$ cat config.mk
export PLATFORM = sky130hd
export DESIGN_NAME = decode_execute_latch_p_flat
export DESIGN_NICKNAME = d
export VERILOG_FILES = /design/src/rtl/decode_execute_latch_p_if.sv /design/src/rtl/decode_execute_latch_p.sv /design/src/flat_wrapper.sv
export SDC_FILE = /design/constraint.sdc
export NUM_CORES = 1
export LEC_CHECK = 0
export ABC_AREA = 0
export CAP_MARGIN = 30
export CORE_MARGIN = 5
export CORE_UTILIZATION = 55
export DETAILED_ROUTE_END_ITERATION = 12
export GPL_TIMING_DRIVEN = 1
export PLACE_DENSITY = 0.89
export SYNTH_ARGS = -nofsm -noshare
export SYNTH_HDL_FRONTEND = slang
export SYNTH_SLANG_ARGS = --single-unit
$ cat constraint.sdc
create_clock -name CLK -period 23.5 [get_ports CLK]
set_input_delay 4.7 -clock CLK [delete_from_list [all_inputs] [get_ports CLK]]
set_output_delay 4.7 -clock CLK [all_outputs]
set_load 0.1 [all_outputs]
$ cat src/rtl/decode_execute_latch_p_if.sv
// Decode->execute bundle channel: upstream valid/ready, downstream valid/ready, flush and halt status.
// Latency: none (signal bundle only).
// Backpressure: carries in_ready/out_ready; the latch owns the policy.
//
// Ports (slave = latch view):
//   flush, in_valid, rdat1_i/rdat2_i/imm_i/laddr_i, wsel_i, op_i, ctrl_i, out_ready  -> into latch
//   in_ready, out_valid, rdat1_o/rdat2_o/imm_o/laddr_o, wsel_o, op_o, ctrl_o, halt_o -> out of latch
interface decode_execute_latch_p_if #(
  parameter int DATA_W    = 32,
  parameter int REG_SEL_W = 5,
  parameter int OP_W      = 4
);
  logic                 flush;
  logic                 in_valid;
  logic                 in_ready;
  logic [DATA_W-1:0]    rdat1_i, rdat2_i, imm_i, laddr_i;
  logic [REG_SEL_W-1:0] wsel_i;
  logic [OP_W-1:0]      op_i;
  logic [9:0]           ctrl_i;
  logic                 out_valid;
  logic                 out_ready;
  logic [DATA_W-1:0]    rdat1_o, rdat2_o, imm_o, laddr_o;
  logic [REG_SEL_W-1:0] wsel_o;
  logic [OP_W-1:0]      op_o;
  logic [9:0]           ctrl_o;
  logic                 halt_o;

  modport slave (
    input  flush, in_valid, rdat1_i, rdat2_i, imm_i, laddr_i, wsel_i, op_i, ctrl_i, out_ready,
    output in_ready, out_valid, rdat1_o, rdat2_o, imm_o, laddr_o, wsel_o, op_o, ctrl_o, halt_o
  );

  modport master (
    output flush, in_valid, rdat1_i, rdat2_i, imm_i, laddr_i, wsel_i, op_i, ctrl_i, out_ready,
    input  in_ready, out_valid, rdat1_o, rdat2_o, imm_o, laddr_o, wsel_o, op_o, ctrl_o, halt_o
  );
endinterface

$ cat src/rtl/decode_execute_latch_p.sv
// Decode->execute pipeline latch with flush-to-bubble, sticky halt and optional 2-entry skid buffer.
// Latency: 1 cycle from accept to out_valid.
// Backpressure: SKID=1 registered in_ready (= no skid entry held); SKID=0 in_ready = ~out_valid | out_ready.
//
// Ports: CLK, RST (async, active-high) plain; everything else on bus (slave modport):
//   bus.in_*/bundle *_i  decode side,  bus.out_*/bundle *_o  execute side,
//   bus.flush squashes held entries, bus.halt_o sticky halt-seen flag.
module decode_execute_latch_p #(
  parameter int DATA_W    = 32,
  parameter int REG_SEL_W = 5,
  parameter int OP_W      = 4,
  parameter int SKID      = 1
) (
  input  logic CLK,
  input  logic RST,
  decode_execute_latch_p_if.slave bus
);

  // ctrl bit order: [0]dREN [1]dWEN [2]reg_wr [3]beq [4]bne [5]jrsig
  //                 [6]immSig [7]write_sig [8]halt [9]pcAddrOut
  localparam int HALT_BIT = 8;

  typedef struct packed {
    logic [9:0]           ctrl;
    logic [OP_W-1:0]      op;
    logic [REG_SEL_W-1:0] wsel;
    logic [DATA_W-1:0]    laddr;
    logic [DATA_W-1:0]    imm;
    logic [DATA_W-1:0]    rdat2;
    logic [DATA_W-1:0]    rdat1;
  } bundle_t;

  bundle_t in_b;
  bundle_t main_q;
  bundle_t skid_q;
  logic    main_vld;
  logic    skid_vld;
  logic    halt_q;
  logic    in_ready_w;
  logic    accept;
  logic    drain;

  assign in_b.ctrl  = bus.ctrl_i;
  assign in_b.op    = bus.op_i;
  assign in_b.wsel  = bus.wsel_i;
  assign in_b.laddr = bus.laddr_i;
  assign in_b.imm   = bus.imm_i;
  assign in_b.rdat2 = bus.rdat2_i;
  assign in_b.rdat1 = bus.rdat1_i;

  // With the skid buffer in_ready depends only on flops, so decode never sees
  // a combinational path from out_ready. Without it, accept when the slot is
  // free or is being emptied this cycle.
  assign in_ready_w = (SKID != 0) ? (~skid_vld & ~halt_q)
                                  : ((~main_vld | bus.out_ready) & ~halt_q);

  assign accept = bus.in_valid & in_ready_w;
  assign drain  = main_vld & bus.out_ready;

  always_ff @(posedge CLK or posedge RST) begin
    if (RST) begin
      main_q   <= '0;
      skid_q   <= '0;
      main_vld <= 1'b0;
      skid_vld <= 1'b0;
      halt_q   <= 1'b0;
    end else begin
      // A flushed bundle never enters the latch, so it cannot raise halt.
      if (accept && in_b.ctrl[HALT_BIT] && !bus.flush) begin
        halt_q <= 1'b1;
      end

      if (bus.flush) begin
        main_vld <= 1'b0;
        skid_vld <= 1'b0;
      end else if (SKID != 0) begin
        if (!main_vld || drain) begin
          if (skid_vld) begin
            // Older skid entry moves up first to keep FIFO order.
            main_q   <= skid_q;
            main_vld <= 1'b1;
            skid_vld <= accept;
            if (accept) begin
              skid_q <= in_b;
            end
          end else begin
            main_vld <= accept;
            if (accept) begin
              main_q <= in_b;
            end
          end
        end else if (accept) begin
          // Main is stalled: park the bundle accepted under the registered ready.
          skid_q   <= in_b;
          skid_vld <= 1'b1;
        end
      end else begin
        if (accept) begin
          main_q   <= in_b;
          main_vld <= 1'b1;
        end else if (drain) begin
          main_vld <= 1'b0;
        end
      end
    end
  end

  assign bus.in_ready  = in_ready_w;
  assign bus.out_valid = main_vld;
  assign bus.rdat1_o   = main_q.rdat1;
  assign bus.rdat2_o   = main_q.rdat2;
  assign bus.imm_o     = main_q.imm;
  assign bus.laddr_o   = main_q.laddr;
  assign bus.wsel_o    = main_q.wsel;
  assign bus.op_o      = main_q.op;
  // Bubbles carry no control so no write, branch or memory request can leak.
  assign bus.ctrl_o    = main_vld ? main_q.ctrl : 10'h000;
  assign bus.halt_o    = halt_q;

endmodule

$ cat src/flat_wrapper.sv
// flat-port wrapper written by rule: the top's interface ports become plain ports
module decode_execute_latch_p_flat 
#(
  parameter int DATA_W    = 32,
  parameter int REG_SEL_W = 5,
  parameter int OP_W      = 4,
  parameter int SKID      = 1
)
  (CLK, RST, bus_flush, bus_in_valid, bus_rdat1_i, bus_rdat2_i, bus_imm_i, bus_laddr_i, bus_wsel_i, bus_op_i, bus_ctrl_i, bus_out_ready, bus_in_ready, bus_out_valid, bus_rdat1_o, bus_rdat2_o, bus_imm_o, bus_laddr_o, bus_wsel_o, bus_op_o, bus_ctrl_o, bus_halt_o);
  decode_execute_latch_p_if #(.DATA_W(DATA_W), .REG_SEL_W(REG_SEL_W), .OP_W(OP_W)) bus_i ();
  input  logic CLK;
  input  logic RST;
  input wire logic [$bits(bus_i.flush)-1:0] bus_flush;
  input wire logic [$bits(bus_i.in_valid)-1:0] bus_in_valid;
  input wire logic [$bits(bus_i.rdat1_i)-1:0] bus_rdat1_i;
  input wire logic [$bits(bus_i.rdat2_i)-1:0] bus_rdat2_i;
  input wire logic [$bits(bus_i.imm_i)-1:0] bus_imm_i;
  input wire logic [$bits(bus_i.laddr_i)-1:0] bus_laddr_i;
  input wire logic [$bits(bus_i.wsel_i)-1:0] bus_wsel_i;
  input wire logic [$bits(bus_i.op_i)-1:0] bus_op_i;
  input wire logic [$bits(bus_i.ctrl_i)-1:0] bus_ctrl_i;
  input wire logic [$bits(bus_i.out_ready)-1:0] bus_out_ready;
  output wire logic [$bits(bus_i.in_ready)-1:0] bus_in_ready;
  output wire logic [$bits(bus_i.out_valid)-1:0] bus_out_valid;
  output wire logic [$bits(bus_i.rdat1_o)-1:0] bus_rdat1_o;
  output wire logic [$bits(bus_i.rdat2_o)-1:0] bus_rdat2_o;
  output wire logic [$bits(bus_i.imm_o)-1:0] bus_imm_o;
  output wire logic [$bits(bus_i.laddr_o)-1:0] bus_laddr_o;
  output wire logic [$bits(bus_i.wsel_o)-1:0] bus_wsel_o;
  output wire logic [$bits(bus_i.op_o)-1:0] bus_op_o;
  output wire logic [$bits(bus_i.ctrl_o)-1:0] bus_ctrl_o;
  output wire logic [$bits(bus_i.halt_o)-1:0] bus_halt_o;
  assign bus_i.flush = bus_flush;
  assign bus_i.in_valid = bus_in_valid;
  assign bus_i.rdat1_i = bus_rdat1_i;
  assign bus_i.rdat2_i = bus_rdat2_i;
  assign bus_i.imm_i = bus_imm_i;
  assign bus_i.laddr_i = bus_laddr_i;
  assign bus_i.wsel_i = bus_wsel_i;
  assign bus_i.op_i = bus_op_i;
  assign bus_i.ctrl_i = bus_ctrl_i;
  assign bus_i.out_ready = bus_out_ready;
  assign bus_in_ready = bus_i.in_ready;
  assign bus_out_valid = bus_i.out_valid;
  assign bus_rdat1_o = bus_i.rdat1_o;
  assign bus_rdat2_o = bus_i.rdat2_o;
  assign bus_imm_o = bus_i.imm_o;
  assign bus_laddr_o = bus_i.laddr_o;
  assign bus_wsel_o = bus_i.wsel_o;
  assign bus_op_o = bus_i.op_o;
  assign bus_ctrl_o = bus_i.ctrl_o;
  assign bus_halt_o = bus_i.halt_o;
  decode_execute_latch_p #(.DATA_W(DATA_W), .REG_SEL_W(REG_SEL_W), .OP_W(OP_W), .SKID(SKID)) u_core (.CLK(CLK), .RST(RST), .bus(bus_i));
endmodule
==> impl_metrics.ini <==
[critical_path]
start_kind = flop
required_ns = 18.80
arrival_ns = 2.63
rr_startpoint = u_core.skid_vld$_DFFE_PP0P_
crit_fanout = 29
rrSetupSlack_ns = 20.23
end_kind = primary output
r2r-end = u_core.bus.laddr_o[12]$_DFFE_PP0P_
worstSetupPathType = flop to primary output
reg2reg_depth = 6

[cts]
cts_hold_buf = 0
cts_tree = built
clock_latency_ns = 0.54
cts_setup_buffers = 0
clkTransAtPathRegs_ns = 0.06
clock_path_buffers = 3
clkSinkCount = 297
root_buffer = clkbuf_16
cts_made_buffers = 31
cts_resized = 0
cts_max_level = 1

[synth]
syn_avg_cell_area_um2 = 14.7
synthCells = 950
synth_most_common_cell = dfrtp_1
synth_area_leaders = dfrtp_1, mux2_2, mux2_1
synth_nets = 1102
ys_seq_elements = 297
ys_seq_area_share_pct = 53.3
syn-cell-area_mm2 = 0.0139
synth_cell_types = 19
synth.top_cell.area_share_pct = 53.3
ys.flop_type = dfrtp_1
synth_edf_count = 0
ys_top_cells_by_count = dfrtp_1, mux2_2, mux2_1
synthArstFlopShare_pct = 100
synth_warnings = 0
yosysTopAreaCell = dfrtp_1

[finish]
instances_no_fill = 1467
utilization_pct = 69.4
drive_gt1_share_pct = 26.8
nets = 1267
diodes = 0
syn2layout_area_growth_pct = 24.7
final_area_mm2 = 0.0174

[hold_path]
whs_path_depth = 1
worstHoldStart = u_core.skid_q[109]$_DFFE_PP0P_
hp-class = flop to flop
worstHoldEndpoint = u_core.skid_q[109]$_DFFE_PP0P_

[placement]
port_buffers = 301
place_hpwl_mm = 19.0
placedCellCount = 1408
globalplace.congestion = 0.747
dpl_cell_area_mm2 = 0.0162

[timing]
slew_violations = 0
fmax_ghz = 0.136
fin_crit_ns = 7.33
timing.setup.tns_ns = 0
tightest_slew_ns = 1.06
fin_skew_ns = 0.00756
fin_crit_sh_pct = 31.2
relSlewSlack_pct = 29.4
rsz0062_at_grt = false
setup_viol = 0
finalHoldViolCount = 0

[floorplan]
die-area_mm2 = 0.0286
initial_core_util_pct = 55.7
die_x_um = 169
chipHeight_um = 169
fp-row-count = 58
core_area_mm2 = 0.0250
ios = 302

[global_routing]
grt_util_all_layers_pct = 19.9
grt_antenna_before_repair = 1
grt.overflow.total = 0
grt_pass1_vias = 8617
grt_pass1_wl_mm = 46.7
grt_max_degree = 88

[power]
combPwrFrac_pct = 14.8
p_sw_share_pct = 26.4
ir_drop_uv = 64.2
power.density_mw_per_mm2 = 70.2
p_seq_share_pct = 43.5
power_frac_clock_pct = 41.7
power_switching_mw = 0.322
total_power_mw = 1.22
leakagePower_nw = 8.05
p_int_mw = 0.899

[job]
drv_cap = 0

[drt]
post-route-drc-count = 0
wirelength_mm = 28.8
first_pass_iters = 4
drtAntennaViolNets = 0
drtIter0Drc = 332
via_per_inst = 5.24
num_vias = 7688
wl_per_cell_um = 19.6

[outcome]
outcome = finished, final reports clean
[power by group through the flow]
stage	clock, mW	sequential, mW	combinational [mW]
final	0.509	0.531	0.181
after floorplan	0	0.538	0.139
after global routing	0.542	0.533	0.189
after global placement	0	0.540	0.178
after CTS	0.521	0.532	0.183
after detailed placement	0	0.541	0.182
[per-stage QoR]
stage	setup slack [ns]	hold slack [ns]
2_1_floorplan	10.60	0.449
3_3_place_gp	16.01	0.461
3_5_place_dp	16.01	0.467
4_1_cts	16.12	0.486
5_1_grt	16.08	0.495
6_report	16.17	0.482
[final cells by class]
class | count | area (um2)
clock buffers | 42 | 837
clock inverters | 13 | 226
fillers | 1666 | 7650
inverters | 5 | 26.3
multi-input cells | 461 | 5120
flip-flops and latches | 297 | 7440
well taps | 330 | 413
repair buffers | 319 | 3330
[cell usage in the layout (no fill, tap or decap), types with 2 or more instances in the layout]
cell	count
and2_1	10
buf_16	9
buf_4	9
bufinv_16	6
clkbuf_1	9
clkbuf_16	31
clkbuf_8	2
clkdlybuf4s50_1	301
clkinv_2	3
clkinvlp_4	3
dfrtp_1	296
inv_1	3
mux2_1	204
mux2_2	236
nand2b_1	3
[worst max-delay path by stage]
stage | end | slack, ns | from
final | bus_in_ready | 16.17 | u_core.skid_vld$_DFFE_PP0P_
after global routing | bus_in_ready | 16.08 | u_core.skid_vld$_DFFE_PP0P_
after CTS | bus_in_ready | 16.12 | u_core.skid_vld$_DFFE_PP0P_
after detailed placement | u_core.bus.rdat1_o[26]$_DFFE_PP0P_ | 16.01 | RST
after global placement | u_core.bus.rdat1_o[26]$_DFFE_PP0P_ | 16.01 | RST
after floorplan | u_core.bus.halt_o$_DFFE_PP0P_ | 10.60 | RST
[per-layer routing]
layer  vias up  global-route usage, %  wire length, um
li1       3524                      -                -
met4         2                   4.13              546
met2       218                   34.4            14100
met5         -                      0               13
met1      3896                   25.3            12000
met3        48                   5.40             2130
[sequential cells by signal, summed over array words and instances, names as in the netlist, 4 cells and up]
signal	count
u_core.bus.imm_o	32
u_core.bus.laddr_o	32
u_core.bus.op_o	4
u_core.bus.rdat1_o	32
u_core.bus.rdat2_o	32
u_core.bus.wsel_o	5
u_core.main_q	10
u_core.skid_q	147
[logic make-up (layout without fill, tap and decap cells)]
kind of cell           count (synthesis)  count (layout)  synth area share (%)
AOI/OAI and AO/OA                      5               5                 0.296
DFF                                  297             297                  53.3
muxes                                440             440                  35.5
and+or+nand+nor                       16              16                 0.727
buffers and inverters                192             379                  10.1
[critical path, cell delays in order, from the launching register on]
cell	delay, ns
dfrtp_4	0.67
nor2_1	0.23
clkdlybuf4s50_1	1.18
No activity file was read; power rests on OpenSTA's default activity.
